--- src/rtl/monitor_bridge_pkg.sv ---
// Shared definitions for the monitor bus bridge: register offsets, STATUS bit
// positions and the bus-cycle state encoding.
package monitor_bridge_pkg;

  localparam logic [3:0] REG_DATA   = 4'h0;
  localparam logic [3:0] REG_STATUS = 4'h2;
  localparam logic [3:0] REG_OUTPUT = 4'h4;
  localparam logic [3:0] REG_INPUT  = 4'h6;

  localparam int STAT_SEND_BUSY = 0;
  localparam int STAT_RECEIVED  = 1;
  localparam int STAT_OVR       = 2;

  typedef enum logic [2:0] {
    ST_IDLE    = 3'd0,
    ST_DECODE  = 3'd1,
    ST_WAIT    = 3'd2,
    ST_ACK     = 3'd3,
    ST_RELEASE = 3'd4
  } bus_state_e;

endpackage

--- src/rtl/monitor_strobe_gen.sv ---
// Fixed-width strobe: a one-cycle start loads the counter, and the output
// stays high for PULSE_CYCLES clocks starting the cycle after start.
module monitor_strobe_gen #(
  parameter int PULSE_CYCLES = 4
) (
  input  logic clk,
  input  logic rst_n,
  input  logic start,
  output logic pulse
);

  logic [3:0] cnt;

  always_ff @(posedge clk or negedge rst_n) begin
    if (!rst_n) begin
      cnt <= '0;
    end else if (start) begin
      cnt <= 4'(PULSE_CYCLES);
    end else if (cnt != 4'd0) begin
      cnt <= cnt - 4'd1;
    end
  end

  assign pulse = (cnt != 4'd0);

endmodule

--- src/rtl/monitor_bus_bridge.sv ---
// 68000 bus slave exposing the SPI monitor UART and signal I/O as registers.
// Define MONITOR_BRIDGE_BERR_EN to add the BERR port for unmapped/read-only accesses.
module monitor_bus_bridge
  import monitor_bridge_pkg::*;
#(
  parameter logic [23:0] BASE_ADDR    = 24'hFF0000,
  parameter int          WAIT_CYCLES  = 2,
  parameter int          PULSE_CYCLES = 4
) (
  input  logic        MCLK_IN,
  input  logic        RUN_IN,
  input  logic        AS_IN,
  input  logic        UDS_IN,
  input  logic        LDS_IN,
  input  logic        RW_IN,
  input  logic [23:0] ADDR_IN,
  input  logic [15:0] DATA_IN,
  output logic [15:0] DATA_OUT,
  output logic        DATA_OE,
  output logic        DTACK,
`ifdef MONITOR_BRIDGE_BERR_EN
  output logic        BERR,
`endif
  output logic        UART_SEND_TRIGGER_OUT,
  output logic [7:0]  UART_SEND_BYTE_OUT,
  output logic        UART_RECEIVE_CAPTURE_OUT,
  output logic [3:0]  OUTPUT_SIGNAL_OUT,
  input  logic        UART_SEND_BUSY_IN,
  input  logic        UART_RECEIVED_IN,
  input  logic [7:0]  UART_RECEIVE_BYTE_IN,
  input  logic [3:0]  INPUT_SIGNAL_IN,
  output bus_state_e  state_dbg
);

  bus_state_e  state, next_state;
  logic [1:0]  as_ff, busy_ff, recv_ff;
  logic [3:0]  in_ff1, in_ff2;
  logic        as_sync, busy_sync, recv_sync;
  logic [3:0]  wait_cnt;
  logic [15:0] data_out, rd_mux;
  logic [7:0]  tx_byte, rx_byte;
  logic [3:0]  out_sig;
  logic        ovr, rd_q, err_q, berr_cond;
  logic        send_start, capture_start, send_pulse, capture_pulse;
  logic        in_window, wr_lane, send_blocked;
  logic [3:0]  offset;
  logic        unused;

  assign unused = &{1'b0, UDS_IN, ADDR_IN[0], DATA_IN[15:8]};

  always_ff @(posedge MCLK_IN or negedge RUN_IN) begin
    if (!RUN_IN) begin
      as_ff   <= 2'b11;
      busy_ff <= '0;
      recv_ff <= '0;
      in_ff1  <= '0;
      in_ff2  <= '0;
    end else begin
      as_ff   <= {as_ff[0], AS_IN};
      busy_ff <= {busy_ff[0], UART_SEND_BUSY_IN};
      recv_ff <= {recv_ff[0], UART_RECEIVED_IN};
      in_ff1  <= INPUT_SIGNAL_IN;
      in_ff2  <= in_ff1;
    end
  end

  assign as_sync   = as_ff[1];
  assign busy_sync = busy_ff[1];
  assign recv_sync = recv_ff[1];

  // The 68000 holds address and strobes stable while AS is low, so they are
  // used directly once the synchronized AS has qualified the cycle.
  assign in_window    = (ADDR_IN[23:4] == BASE_ADDR[23:4]);
  assign offset       = {ADDR_IN[3:1], 1'b0};
  assign wr_lane      = !RW_IN && !LDS_IN;
  assign send_blocked = busy_sync || send_pulse;

`ifdef MONITOR_BRIDGE_BERR_EN
  assign berr_cond = offset[3] ||
                     (!RW_IN && (offset == REG_STATUS || offset == REG_INPUT));
`else
  assign berr_cond = 1'b0;
`endif

  always_comb begin
    rd_mux = '0;
    case (offset)
      REG_DATA:   rd_mux[7:0] = recv_sync ? UART_RECEIVE_BYTE_IN : rx_byte;
      REG_STATUS: begin
        rd_mux[STAT_SEND_BUSY] = busy_sync;
        rd_mux[STAT_RECEIVED]  = recv_sync;
        rd_mux[STAT_OVR]       = ovr;
      end
      REG_OUTPUT: rd_mux[3:0] = out_sig;
      REG_INPUT:  rd_mux[3:0] = in_ff2;
      default:    rd_mux = '0;
    endcase
  end

  always_comb begin
    next_state    = state;
    send_start    = 1'b0;
    capture_start = 1'b0;
    DTACK         = 1'b1;
    DATA_OE       = 1'b0;
    case (state)
      ST_IDLE: begin
        if (!as_sync && in_window) next_state = ST_DECODE;
      end
      ST_DECODE: begin
        next_state    = (WAIT_CYCLES == 0) ? ST_ACK : ST_WAIT;
        send_start    = wr_lane && (offset == REG_DATA) && !send_blocked;
        capture_start = RW_IN && (offset == REG_DATA) && recv_sync;
      end
      ST_WAIT: begin
        if (wait_cnt == 4'(WAIT_CYCLES - 1)) next_state = ST_ACK;
      end
      ST_ACK: begin
        DTACK   = err_q;
        DATA_OE = rd_q && !err_q;
        if (as_sync) next_state = ST_RELEASE;
      end
      ST_RELEASE: next_state = ST_IDLE;
      default:    next_state = ST_IDLE;
    endcase
  end

`ifdef MONITOR_BRIDGE_BERR_EN
  assign BERR = !((state == ST_ACK) && err_q);
`endif

  always_ff @(posedge MCLK_IN or negedge RUN_IN) begin
    if (!RUN_IN) begin
      state    <= ST_IDLE;
      wait_cnt <= '0;
      data_out <= '0;
      rd_q     <= 1'b0;
      err_q    <= 1'b0;
      tx_byte  <= '0;
      rx_byte  <= '0;
      out_sig  <= '0;
      ovr      <= 1'b0;
    end else begin
      state <= next_state;
      if (state == ST_WAIT) wait_cnt <= wait_cnt + 4'd1;
      if (state == ST_RELEASE) data_out <= '0;
      // All register side effects happen here, once per bus cycle.
      if (state == ST_DECODE) begin
        wait_cnt <= '0;
        rd_q     <= RW_IN;
        err_q    <= berr_cond;
        data_out <= RW_IN ? rd_mux : 16'h0000;
        if (RW_IN) begin
          if (offset == REG_STATUS) ovr <= 1'b0;
          if (offset == REG_DATA && recv_sync) rx_byte <= UART_RECEIVE_BYTE_IN;
        end else if (wr_lane) begin
          if (offset == REG_DATA) begin
            if (send_blocked) ovr <= 1'b1;
            else              tx_byte <= DATA_IN[7:0];
          end
          if (offset == REG_OUTPUT) out_sig <= DATA_IN[3:0];
        end
      end
    end
  end

  monitor_strobe_gen #(.PULSE_CYCLES(PULSE_CYCLES)) u_send_strobe (
    .clk   (MCLK_IN),
    .rst_n (RUN_IN),
    .start (send_start),
    .pulse (send_pulse)
  );

  monitor_strobe_gen #(.PULSE_CYCLES(PULSE_CYCLES)) u_capture_strobe (
    .clk   (MCLK_IN),
    .rst_n (RUN_IN),
    .start (capture_start),
    .pulse (capture_pulse)
  );

  assign DATA_OUT                 = data_out;
  assign UART_SEND_TRIGGER_OUT    = send_pulse;
  assign UART_SEND_BYTE_OUT       = tx_byte;
  assign UART_RECEIVE_CAPTURE_OUT = capture_pulse;
  assign OUTPUT_SIGNAL_OUT        = out_sig;
  assign state_dbg                = state;

endmodule

--- config.mk ---
export PLATFORM = sky130hd
export DESIGN_NAME = monitor_bus_bridge
export DESIGN_NICKNAME = d
export VERILOG_FILES = /design/src/rtl/monitor_bridge_pkg.sv /design/src/rtl/monitor_strobe_gen.sv /design/src/rtl/monitor_bus_bridge.sv
export SDC_FILE = /design/constraint.sdc
export NUM_CORES = 1
export LEC_CHECK = 0
export BUFFER_PORTS_ARGS = -buffer_cell sky130_fd_sc_hd__buf_2
export CAP_MARGIN = 20
export CORE_MARGIN = 3
export CORE_UTILIZATION = 54
export CTS_CLUSTER_DIAMETER = 200
export DETAILED_ROUTE_END_ITERATION = 12
export GPL_TIMING_DRIVEN = 0
export PLACE_DENSITY = 0.85
export SLEW_MARGIN = 10
export SYNTH_ARGS = -nofsm -noshare
export SYNTH_HDL_FRONTEND = slang
export SYNTH_SLANG_ARGS = --single-unit
--- constraint.sdc ---
create_clock -name MCLK_IN -period 2.65 [get_ports MCLK_IN]
set_input_delay 0.6625 -clock MCLK_IN [delete_from_list [all_inputs] [get_ports MCLK_IN]]
set_output_delay 0.6625 -clock MCLK_IN [all_outputs]
set_load 0.005 [all_outputs]
Word-level counts from Yosys, hierarchy flattened
Index checks and enable logic that the tools add are counted.

Register bits after elaboration: 67. Bits of input ports: 60. Output and inout port bits: 35. Word-level logic and storage cells: 87.

Add/subtract/negate cells: 3. Equality and inequality tests: 13. Multiplexer cells: 26. Bitwise operators: 2. Reductions and logical operators: 28.

Operators with widths (count): two-way mux 16 bit (2); two-way mux 4 bit (7); one-hot mux 3 bit (4 select lines) (2); equality test 20 bit (second input constant) (1); two-way mux 8 bit (2); nonzero test 2 bit (7); equality test 3 x 2 -> 1 bit (second input constant) (4); AND reduction 5 bit (2); two-way mux 1 bit (9); two-way mux 3 bit (3); nonzero test 4 bit (2); subtractor 4 x 1 -> 4 bit (second input constant) (2); logical AND 1 bit (7); equality test 3 x 1 -> 1 bit (second input constant) (2); inequality test 2 bit (second input constant) (3); AND reduction 3 bit (2); adder 4 x 1 -> 4 bit (second input constant) (1); equality test 4 x 1 -> 1 bit (second input constant) (1); logical NOT 1 bit (4); logical NOT 4 bit (1); AND reduction 4 bit (1); equality test 3 bit (second input constant) (1); logical NOT 3 bit (1); one-hot mux 1 bit (3 select lines) (1); other kinds (3) (4).

Logic depth before layout (Yosys ltp)
Gate-level depths: netlist of run 1.

Depth after elaboration: 6. Mapped depth: 7. Depth with buffers taken out: 6.

Hierarchy
A second synthesis of run 1 with hierarchy kept.

Cells, all modules: 232. Area total of the unflattened synthesis: 2842.7 um^2.

By module, submodules not included: monitor_bus_bridge (times used 1, cells an instance 184, area each 2337.2 um^2); monitor_strobe_gen (times used 2, cells an instance 24, area each 252.7 um^2).

Worst setup path after synthesis of run 1
Ideal clock, no wire load.

Kind: input port to flip-flop. Start: input port ADDR_IN[2]. End: register tx_byte[0], in the netlist UART_SEND_BYTE_OUT[0]. Arrival: 1.629 ns. Required time: 2.525 ns. Slack: 0.896 ns. Stages: 5. Path buffers: 2. Path through: buf_2 nor3_2 nand4b_1 buf_6 mux2_4.

Cells in the longest elaborated chain, start to end: 2.

Ends and longest elaborated chain: start, declared (line monitor_bus_bridge.sv:16) `input logic [23:0] ADDR_IN,`; logical NOT 4 bit (line monitor_bus_bridge.sv:157) `if (offset == REG_DATA) begin`; AND reduction 5 bit (no line); end signal, assigned (line monitor_bus_bridge.sv:159) `else tx_byte <= DATA_IN[7:0];`; end, declared (line monitor_bus_bridge.sv:41) `logic [7:0] tx_byte, rx_byte;`.

Every way passes these cells. A chain may end at the register's enable or synchronous reset.

Final worst setup path of run 1
Start: register u_capture_strobe.cnt[0]. End: output port UART_RECEIVE_CAPTURE_OUT.

Cells in the longest elaborated chain, start to end: 1.

Ends and longest elaborated chain: start, declared (line monitor_strobe_gen.sv:12) `logic [3:0] cnt;`; start signal, assigned (line monitor_strobe_gen.sv:18) `cnt <= 4'(PULSE_CYCLES);`; start signal, assigned (line monitor_strobe_gen.sv:20) `cnt <= cnt - 4'd1;`; nonzero test 4 bit (line monitor_strobe_gen.sv:24) `assign pulse = (cnt != 4'd0);`; end, declared (line monitor_bus_bridge.sv:26) `output logic UART_RECEIVE_CAPTURE_OUT,`.

Every way passes these cells.

==> impl_metrics.py, run 1 <==
metrics = {
    "timing": {
        "max_freq_ghz": 0.431,
        "finalSetupViolations": 0,
        "hold_viol": 0,
        "finClkSkew_ns": 0.00714,
        "fin_crit_ns": 2.32,
        "min_period_over_period": 0.876,
        "timing.slew.headroom": 0.465,
        "maxSlewViolCount": 0,
        "worst_pin_slew_ns": 0.796,
        "grt_setup_unrepaired": "no",
        "final.setup.tns_ns": 0,
    },
    "global_route": {
        "met2_usage": 0.388,
        "grt.total_usage": 0.219,
        "grt_max_degree": 31,
        "overflow": 0,
        "use_met3": 0.0434,
        "grt_pass1_vias": 2142,
        "grt_busiest_layer": "met2",
        "grt_first_pass_wirelength_mm": 10.1,
        "antenna_found_initial": 0,
        "use_met1": 0.254,
    },
    "routing": {
        "drc": 0,
        "drt_wl_total_mm": 6.00,
        "ant_nets": 0,
        "vias": 2111,
        "post_drt_wl_per_cell_um": 14.8,
        "drt-vias-per-instance": 5.21,
        "dr.pass1.iters": 4,
        "drtIter0Drc": 115,
    },
    "placed_design": {
        "gp_congestion": 0.785,
        "port_buffers": 75,
        "dp_hpwl_mm": 4.38,
        "placed_cell_area_sq_um": 3240,
    },
    "final_layout": {
        "drive_above_1_share": 0.399,
        "area_delta_synth_final_pct": 25.5,
        "regArea_sq_um": 1480,
        "n_antenna_cell": 0,
        "fin_area_sq_um": 3430,
        "layout_common_cells": "buf_2 (79), dfrtp_1 (57), nand2_1 (36)",
        "fill_cells": 366,
        "nNetsFinal": 399,
        "multi_input_area_sq_um": 1120,
        "final_common_cell": "buf_2",
    },
    "yosys": {
        "ys.flop_type": "dfrtp_1",
        "ys_seq_elements": 59,
        "synth_xor_area_frac": 0.0128,
        "netlist_area_sq_um": 2740,
        "muxShareOfSynthArea": 0.0787,
        "synth_compound_area_frac": 0.0956,
        "synth-async-reset-ratio": 1.00,
        "synth_cell_type_count": 59,
        "syn_avg_cell_area_sq_um": 11.4,
        "synthAdderAreaFrac": 0.0274,
        "yosysSeqAreaShare": 0.541,
        "synth_edf_count": 0,
        "synth_top_family_by_area": "simple AND/OR/NAND/NOR gates",
        "ys_warn_count": 0,
        "syn_inst": 239,
        "synth-simple-area-share": 0.184,
    },
    "setup_path": {
        "crit_required_ns": 1.99,
        "crit_fanout": 5,
        "path_class": "reg2out",
        "cp-end-kind": "output port",
        "cp.arrival_ns": 1.66,
        "critPathLaunchType": "flip-flop",
    },
    "cts": {
        "htree_num_levels": 3,
        "cts_made_buffers": 9,
        "cts_setup_buffers": 0,
        "cts_hold_buffers": 0,
        "clock-sinks": 59,
        "clk-insertion-delay-late_ns": 0.33,
        "clk_path_buf_depth": 2,
        "tritoncts": "built",
        "clk_pin_slew_ns": 0.07,
        "cts_resized": 0,
        "clockRootBuffer": "clkbuf_8",
    },
    "power": {
        "leakage_nw": 1.83,
        "peakVddDrop_uv": 543,
        "finalPower_mw": 2.85,
        "power.density_nw_per_um2": 830,
    },
    "min_path": {
        "hold_class": "in2async",
    },
    "outcome": {
        "status": "complete, no violations",
    },
    "die": {
        "core_sq_um": 4820,
        "die_w_um": 77.2,
        "start_util": 0.568,
        "dieArea_sq_um": 5960,
        "pin_count": 95,
        "die_h_um": 77.2,
        "rows": 25,
    },
    "flow_run": {
        "cap_violations": 0,
    },
}
[report_power, final]
part	leakage, nW	switching, mW	internal (mW)	total [mW]
registers	0.755	0.147	1.09	1.24
logic	0.972	0.429	0.402	0.831
clock network	0.0997	0.337	0.441	0.779
[layout make-up]
class	instances	area share
plain buffers	18	0.0376
clock buffers	15	0.0543
clock inverters	1	0.00146
inverters	9	0.00984
multi-input cells	160	0.326
flip-flops and latches	59	0.431
well taps	67	0.0244
repair buffers	76	0.115
[path summary, 6_finish.rpt]
kind	depth (start not counted)	to	slack, ns	startpoint
min reg2reg	0	in_ff2[2]	0.36	in_ff1[2]
max reg2reg	6	UART_SEND_BYTE_OUT[0]	0.75	u_send_strobe.cnt[0]
min in group MCLK_IN	0	in_ff2[2]	0.36	in_ff1[2]
min	1	UART_SEND_BYTE_OUT[4]	0.36	RUN_IN
max in group asynchronous	2	u_capture_strobe.cnt[1]	1.70	RUN_IN
max	6	UART_RECEIVE_CAPTURE_OUT	0.33	u_capture_strobe.cnt[0]
[stage by stage]
| stage | setup WS, ns | util | std cells | hold WS [ns] |
|---|---|---|---|---|
| 6_report | 0.328 | 0.712 | 405 | 0.358 |
| 5_1_grt | 0.178 | 0.712 | 405 | 0.364 |
| 4_1_cts | 0.321 | 0.712 | 405 | 0.360 |
| 3_5_place_dp | 0.684 | 0.673 | 389 | 0.338 |
| 3_3_place_gp | 0.701 | 0.669 | 388 | 0.332 |
| 2_1_floorplan | 0.896 | - | 246 | 0.331 |
[cells in the mapped netlist (2+ instances only)]
cell	count	area, sq um
mux2i_1	2	20.0
o21ai_0	8	40.0
nand3_1	5	25.0
nor3b_2	2	25.0
a22o_1	2	17.5
clkbuf_1	2	7.51
buf_4	9	67.6
nor2b_1	5	31.3
xnor2_1	3	26.3
mux2_2	8	90.1
and3_1	2	12.5
a211oi_1	2	15.0
a22oi_1	5	37.5
nand3b_1	2	15.0
nor4_1	3	18.8
nor2_1	9	33.8
nor3_1	2	10.0
nand4b_1	2	17.5
nand2_1	36	135
inv_1	9	33.8
nand2b_1	3	18.8
buf_6	3	33.8
dfstp_2	2	52.6
mux2_4	7	105
ha_1	6	75.1
dfrtp_1	57	1430
nor4b_1	2	17.5
a21oi_1	6	30.0
buf_2	4	20.0
a31oi_1	2	12.5
[worst max-delay path, cell delays in order (launching register included)]
cell and delay, ns:
dfrtp_1 0.41, inv_1 0.09, ha_1 0.15, nand2b_1 0.07, or2_2 0.27, clkbuf_1 0.17
buf_2 0.16
[cell families after synthesis]
kind of cell / after synthesis
buf+inv: 27
fa+ha+maj: 6
xor+xnor: 4
simple gates: 87
compound gates: 38
flops: 59
other cells: 1
mux: 17
[metal layers]
layer	wire (um)	vias to the layer above
li1	-	1008
met2	3220	48
met3	248	9
met4	91	0
met5	0	-
met1	2440	1046
No activity file was read; power rests on OpenSTA's default activity.
==> run 2: changes to the inputs <==
--- a/config.mk
+++ b/config.mk
@@ -8,11 +8,11 @@
 export BUFFER_PORTS_ARGS = -buffer_cell sky130_fd_sc_hd__buf_2
 export CAP_MARGIN = 20
 export CORE_MARGIN = 3
-export CORE_UTILIZATION = 54
+export CORE_UTILIZATION = 45
 export CTS_CLUSTER_DIAMETER = 200
 export DETAILED_ROUTE_END_ITERATION = 12
 export GPL_TIMING_DRIVEN = 0
-export PLACE_DENSITY = 0.85
+export PLACE_DENSITY = 0.76
 export SLEW_MARGIN = 10
 export SYNTH_ARGS = -nofsm -noshare
 export SYNTH_HDL_FRONTEND = slang
==> constraint.sdc (replaced) <==
create_clock -name MCLK_IN -period 2 [get_ports MCLK_IN]
set_input_delay 0.5 -clock MCLK_IN [delete_from_list [all_inputs] [get_ports MCLK_IN]]
set_output_delay 0.5 -clock MCLK_IN [all_outputs]
set_load 0.005 [all_outputs]
==> impl_metrics.py, run 2 (synthesis gave the netlist of run 1 again) <==
metrics = {
    "routing": {
        "vias": 2109,
        "dr.pass1.iters": 5,
        "drc": 0,
        "drt-vias-per-instance": 5.14,
        "drt_wl_total_mm": 6.01,
        "post_drt_wl_per_cell_um": 14.7,
        "ant_nets": 0,
        "drtIter0Drc": 77,
    },
    "timing": {
        "timing.slew.headroom": 0.509,
        "worst_pin_slew_ns": 0.732,
        "hold_viol": 0,
        "grt_setup_unrepaired": "no",
        "final.setup.tns_ns": 0,
        "maxSlewViolCount": 0,
        "max_freq_ghz": 0.526,
        "min_period_over_period": 0.951,
        "finClkSkew_ns": 0.00728,
        "finalSetupViolations": 0,
        "layout_setup_ws_ns": 0.0973,
        "fin_crit_ns": 1.90,
        "holdWs_ns": 0.217,
    },
    "cts": {
        "htree_num_levels": 3,
        "cts_made_buffers": 9,
        "clockRootBuffer": "clkbuf_8",
        "clk_pin_slew_ns": 0.07,
        "clock-sinks": 59,
        "clk_path_buf_depth": 2,
        "cts_hold_buffers": 0,
        "tritoncts": "built",
        "clk-insertion-delay-late_ns": 0.34,
    },
    "placed_design": {
        "dp_hpwl_mm": 4.41,
        "place_inst": 393,
        "pre_cts_ws_ns": 0.159,
        "gp_congestion": 0.820,
        "port_buffers": 75,
    },
    "die": {
        "start_util": 0.479,
        "dieArea_sq_um": 7050,
        "core_sq_um": 5710,
        "die_h_um": 84.0,
        "rows": 27,
        "pin_count": 95,
        "die_w_um": 84.0,
    },
    "outcome": {
        "status": "complete, no violations",
    },
    "global_route": {
        "antenna_found_initial": 0,
        "grt_max_degree": 60,
        "grt_pass1_vias": 2221,
        "overflow": 0,
        "grt_first_pass_wirelength_mm": 10.3,
        "grt.total_usage": 0.185,
    },
    "setup_path": {
        "crit_required_ns": 1.50,
        "path_class": "reg2out",
        "cp.arrival_ns": 1.40,
        "crit_fanout": 5,
        "worstPathCellList": "inv_1 -> ha_1 -> nand2b_1 -> or2_4 -> buf_2",
        "critPathLaunchType": "flip-flop",
        "cp_slowest_cell": "dfrtp_1",
        "cp-end-kind": "output port",
        "cpPeakStageDelay_ns": 0.39,
    },
    "final_layout": {
        "nNetsFinal": 399,
        "layout_common_cells": "buf_2 (78), dfrtp_1 (57), nand2_1 (36)",
        "drive_above_1_share": 0.417,
        "final_common_cell": "buf_2",
        "final_cells": 410,
        "area_delta_synth_final_pct": 26.0,
        "n_antenna_cell": 0,
    },
    "min_path": {
        "hold_class": "in2async",
    },
    "flow_run": {
        "cap_violations": 0,
    },
    "power": {
        "power.density_nw_per_um2": 1110,
        "leakage_nw": 1.83,
        "peakVddDrop_uv": 627,
        "finalPower_mw": 3.84,
    },
}
[run 2: worst paths after layout]
| kind | slack [ns] | cells after the start | from | end |
|---|---|---|---|---|
| max | 0.1 | 5 | u_capture_strobe.cnt[1] | UART_RECEIVE_CAPTURE_OUT |
| min | 0.22 | 1 | RUN_IN | busy_ff[0] |
| max reg2reg | 0.22 | 7 | u_send_strobe.cnt[0] | UART_SEND_BYTE_OUT[1] |
| min reg2reg | 0.35 | 0 | in_ff1[0] | in_ff2[0] |
| max in group asynchronous | 1.31 | 1 | RUN_IN | rx_byte[7] |
| min in group MCLK_IN | 0.26 | 1 | AS_IN | as_ff[0] |
[run 2: final cells by class]
class	instances	area, sq um
well taps	72	90.1
clock buffers	11	141
repair buffers	77	393
fillers	496	2260
clock inverters	5	52.6
plain buffers	17	125
multi-input cells	160	1130
inverters	9	33.8
flip-flops and latches	59	1480
[run 2: repair_timing]
action	4_1_cts	5_1_grt
endpoints found under the setup margin	2	2
resized for setup	2	4
buffers inserted	2	0
[run 2: report_power, final]
part | switching, mW | internal, mW | total, mW
clock | 0.463 | 0.602 | 1.07
combinational | 0.551 | 0.561 | 1.11
sequential | 0.211 | 1.45 | 1.66
total | 1.23 | 2.61 | 3.84
[run 2: through the flow]
stage | area [sq um] | utilization
after detailed placement | 3230 | 0.566
after global placement | 3230 | 0.565
after global routing | 3450 | 0.604
after CTS | 3440 | 0.603
final | 3450 | 0.604
after floorplan | 2760 | -
[run 2: critical path, delay by kind of cell, from the launching register on]
family	cells	cell delay [ns]
DFF	1	0.39
buffers and inverters	2	0.21
adders and majority gates	1	0.14
and+or+nand+nor	2	0.33
[run 2: layer usage]
metal  wire length [um]  global-route usage
met1               2510               0.220
met2               3060               0.306
met5                  0                   0
met3                317              0.0563
met4                125              0.0848
==> run 3: changes to the inputs <==
--- a/config.mk
+++ b/config.mk
@@ -13,6 +13,7 @@
 export DETAILED_ROUTE_END_ITERATION = 12
 export GPL_TIMING_DRIVEN = 0
 export PLACE_DENSITY = 0.76
+export SETUP_SLACK_MARGIN = 0.2
 export SLEW_MARGIN = 10
 export SYNTH_ARGS = -nofsm -noshare
 export SYNTH_HDL_FRONTEND = slang
==> impl_metrics.py, run 3 (synthesis gave the netlist of run 1 again) <==
metrics = {
    "outcome": {
        "status": "complete, no violations",
    },
    "die": {
        "core_sq_um": 5710,
        "die_h_um": 84.0,
        "pin_count": 95,
        "dieArea_sq_um": 7050,
        "start_util": 0.479,
        "die_w_um": 84.0,
        "rows": 27,
    },
    "setup_path": {
        "crit_required_ns": 1.50,
        "reg2reg_depth": 13,
        "path_class": "reg2out",
        "cp.depth": 6,
        "crit_family": "flip-flops",
        "cp-end-kind": "output port",
        "worstPathCellList": "inv_2 -> ha_4 -> nand2b_4 -> or2_4 -> buf_8 -> buf_6",
        "cpPeakStageDelay_ns": 0.40,
        "crit_fanout": 2,
        "r2r_setup_slack_ns": 0.04,
        "cp.arrival_ns": 1.48,
        "r2r-end": "u_capture_strobe.cnt[2]",
        "timing.critical_path.buf_inv": 3,
        "critPathLaunchType": "flip-flop",
        "cp_slowest_cell": "dfrtp_1",
        "r2r_start": "u_capture_strobe.cnt[1]",
    },
    "routing": {
        "dr.pass1.iters": 5,
        "vias": 2190,
        "ant_nets": 0,
        "drc": 0,
        "drt_wl_total_mm": 6.55,
        "drt-vias-per-instance": 5.00,
        "drtIter0Drc": 87,
        "post_drt_wl_per_cell_um": 15.0,
    },
    "global_route": {
        "grt_max_degree": 60,
        "antenna_found_initial": 0,
        "grt_pass1_vias": 2357,
        "grt_first_pass_wirelength_mm": 10.9,
        "overflow": 0,
        "grt.total_usage": 0.196,
    },
    "timing": {
        "max_freq_ghz": 0.505,
        "worst_pin_slew_ns": 0.739,
        "hold_viol": 0,
        "min_period_over_period": 0.990,
        "maxSlewViolCount": 0,
        "fin_crit_ns": 1.98,
        "finClkSkew_ns": 0.00714,
        "timing.slew.headroom": 0.507,
        "finalSetupViolations": 0,
        "grt_setup_unrepaired": "yes",
        "layout_setup_ws_ns": 0.0198,
    },
    "cts": {
        "clock-sinks": 59,
        "cts_made_buffers": 9,
        "clk_pin_slew_ns": 0.07,
        "clk-insertion-delay-late_ns": 0.34,
        "clockRootBuffer": "clkbuf_8",
        "cts_hold_buffers": 0,
        "clk_path_buf_depth": 2,
        "htree_num_levels": 3,
        "tritoncts": "built",
    },
    "power": {
        "leakage_nw": 1.97,
        "peakVddDrop_uv": 747,
        "finalPower_mw": 4.31,
        "power.density_nw_per_um2": 1150,
    },
    "final_layout": {
        "nNetsFinal": 427,
        "n_antenna_cell": 0,
        "final_common_cell": "buf_2",
        "fill_cells": 453,
        "area_delta_synth_final_pct": 36.8,
        "layout_common_cells": "buf_2 (74), dfrtp_1 (56), nand2_1 (36), buf_4 (36)",
        "drive_above_1_share": 0.478,
    },
    "min_path": {
        "hold_class": "in2async",
    },
    "flow_run": {
        "cap_violations": 0,
    },
    "placed_design": {
        "port_buffers": 75,
        "pre_cts_ws_ns": 0.159,
        "dp_hpwl_mm": 4.41,
        "gp_congestion": 0.820,
    },
}
## run 3: worst max-delay path by stage
stage                            startpoint                       end  slack, ns
finish              u_capture_strobe.cnt[1]  UART_RECEIVE_CAPTURE_OUT       0.02
global route        u_capture_strobe.cnt[1]  UART_RECEIVE_CAPTURE_OUT      -0.02
CTS                 u_capture_strobe.cnt[1]  UART_RECEIVE_CAPTURE_OUT       0.04
detailed placement     u_send_strobe.cnt[0]     UART_SEND_BYTE_OUT[3]       0.16
global placement       u_send_strobe.cnt[0]     UART_SEND_BYTE_OUT[0]       0.21
floorplan              u_send_strobe.cnt[0]     UART_SEND_BYTE_OUT[0]       0.36
## run 3: timing repair
action | CTS | global route
pin swaps | 0 | 2
resized for setup | 15 | 13
cloned | 0 | 1
setup endpoints to repair | 11 | 11
setup buffers | 16 | 12
## run 3: metrics by stage
step | cell area [sq um] | hold slack [ns] | util | instances | setup TNS (ns)
after floorplan | 2760 | 0.204 | - | 246 | 0
after global placement | 3230 | 0.331 | 0.565 | 393 | 0
after detailed placement | 3230 | 0.338 | 0.566 | 393 | 0
after CTS | 3600 | 0.241 | 0.631 | 425 | 0
after global routing | 3740 | 0.245 | 0.655 | 438 | -0.0204
final | 3740 | 0.213 | 0.655 | 438 | 0
## run 3: metal layers
metal / part of all wire / global-route usage / routed length [um] / vias up
li1: - / - / - / 1064
met1: 0.42 / 0.228 / 2730 / 1066
met2: 0.52 / 0.332 / 3440 / 50
met3: 0.043 / 0.0573 / 280 / 10
met4: 0.016 / 0.0877 / 108 / 0
met5: 0 / 0 / 0 / -
## run 3: area by class of cell
class	count	area (sq um)	area share
Buffer	18	150	0.0401
Clock buffer	11	141	0.0378
Clock inverter	5	52.6	0.0140
Inverter	9	33.8	0.00903
Multi-Input combinational cell	160	1170	0.313
Sequential cell	59	1480	0.396
Tap cell	72	90.1	0.0241
Timing Repair Buffer	104	622	0.166
## run 3: power by group
| part | internal, mW | switching, mW | total (mW) |
|---|---|---|---|
| logic | 0.893 | 0.687 | 1.58 |
| registers | 1.45 | 0.214 | 1.66 |
| clock network | 0.602 | 0.467 | 1.07 |
| total | 2.94 | 1.37 | 4.31 |
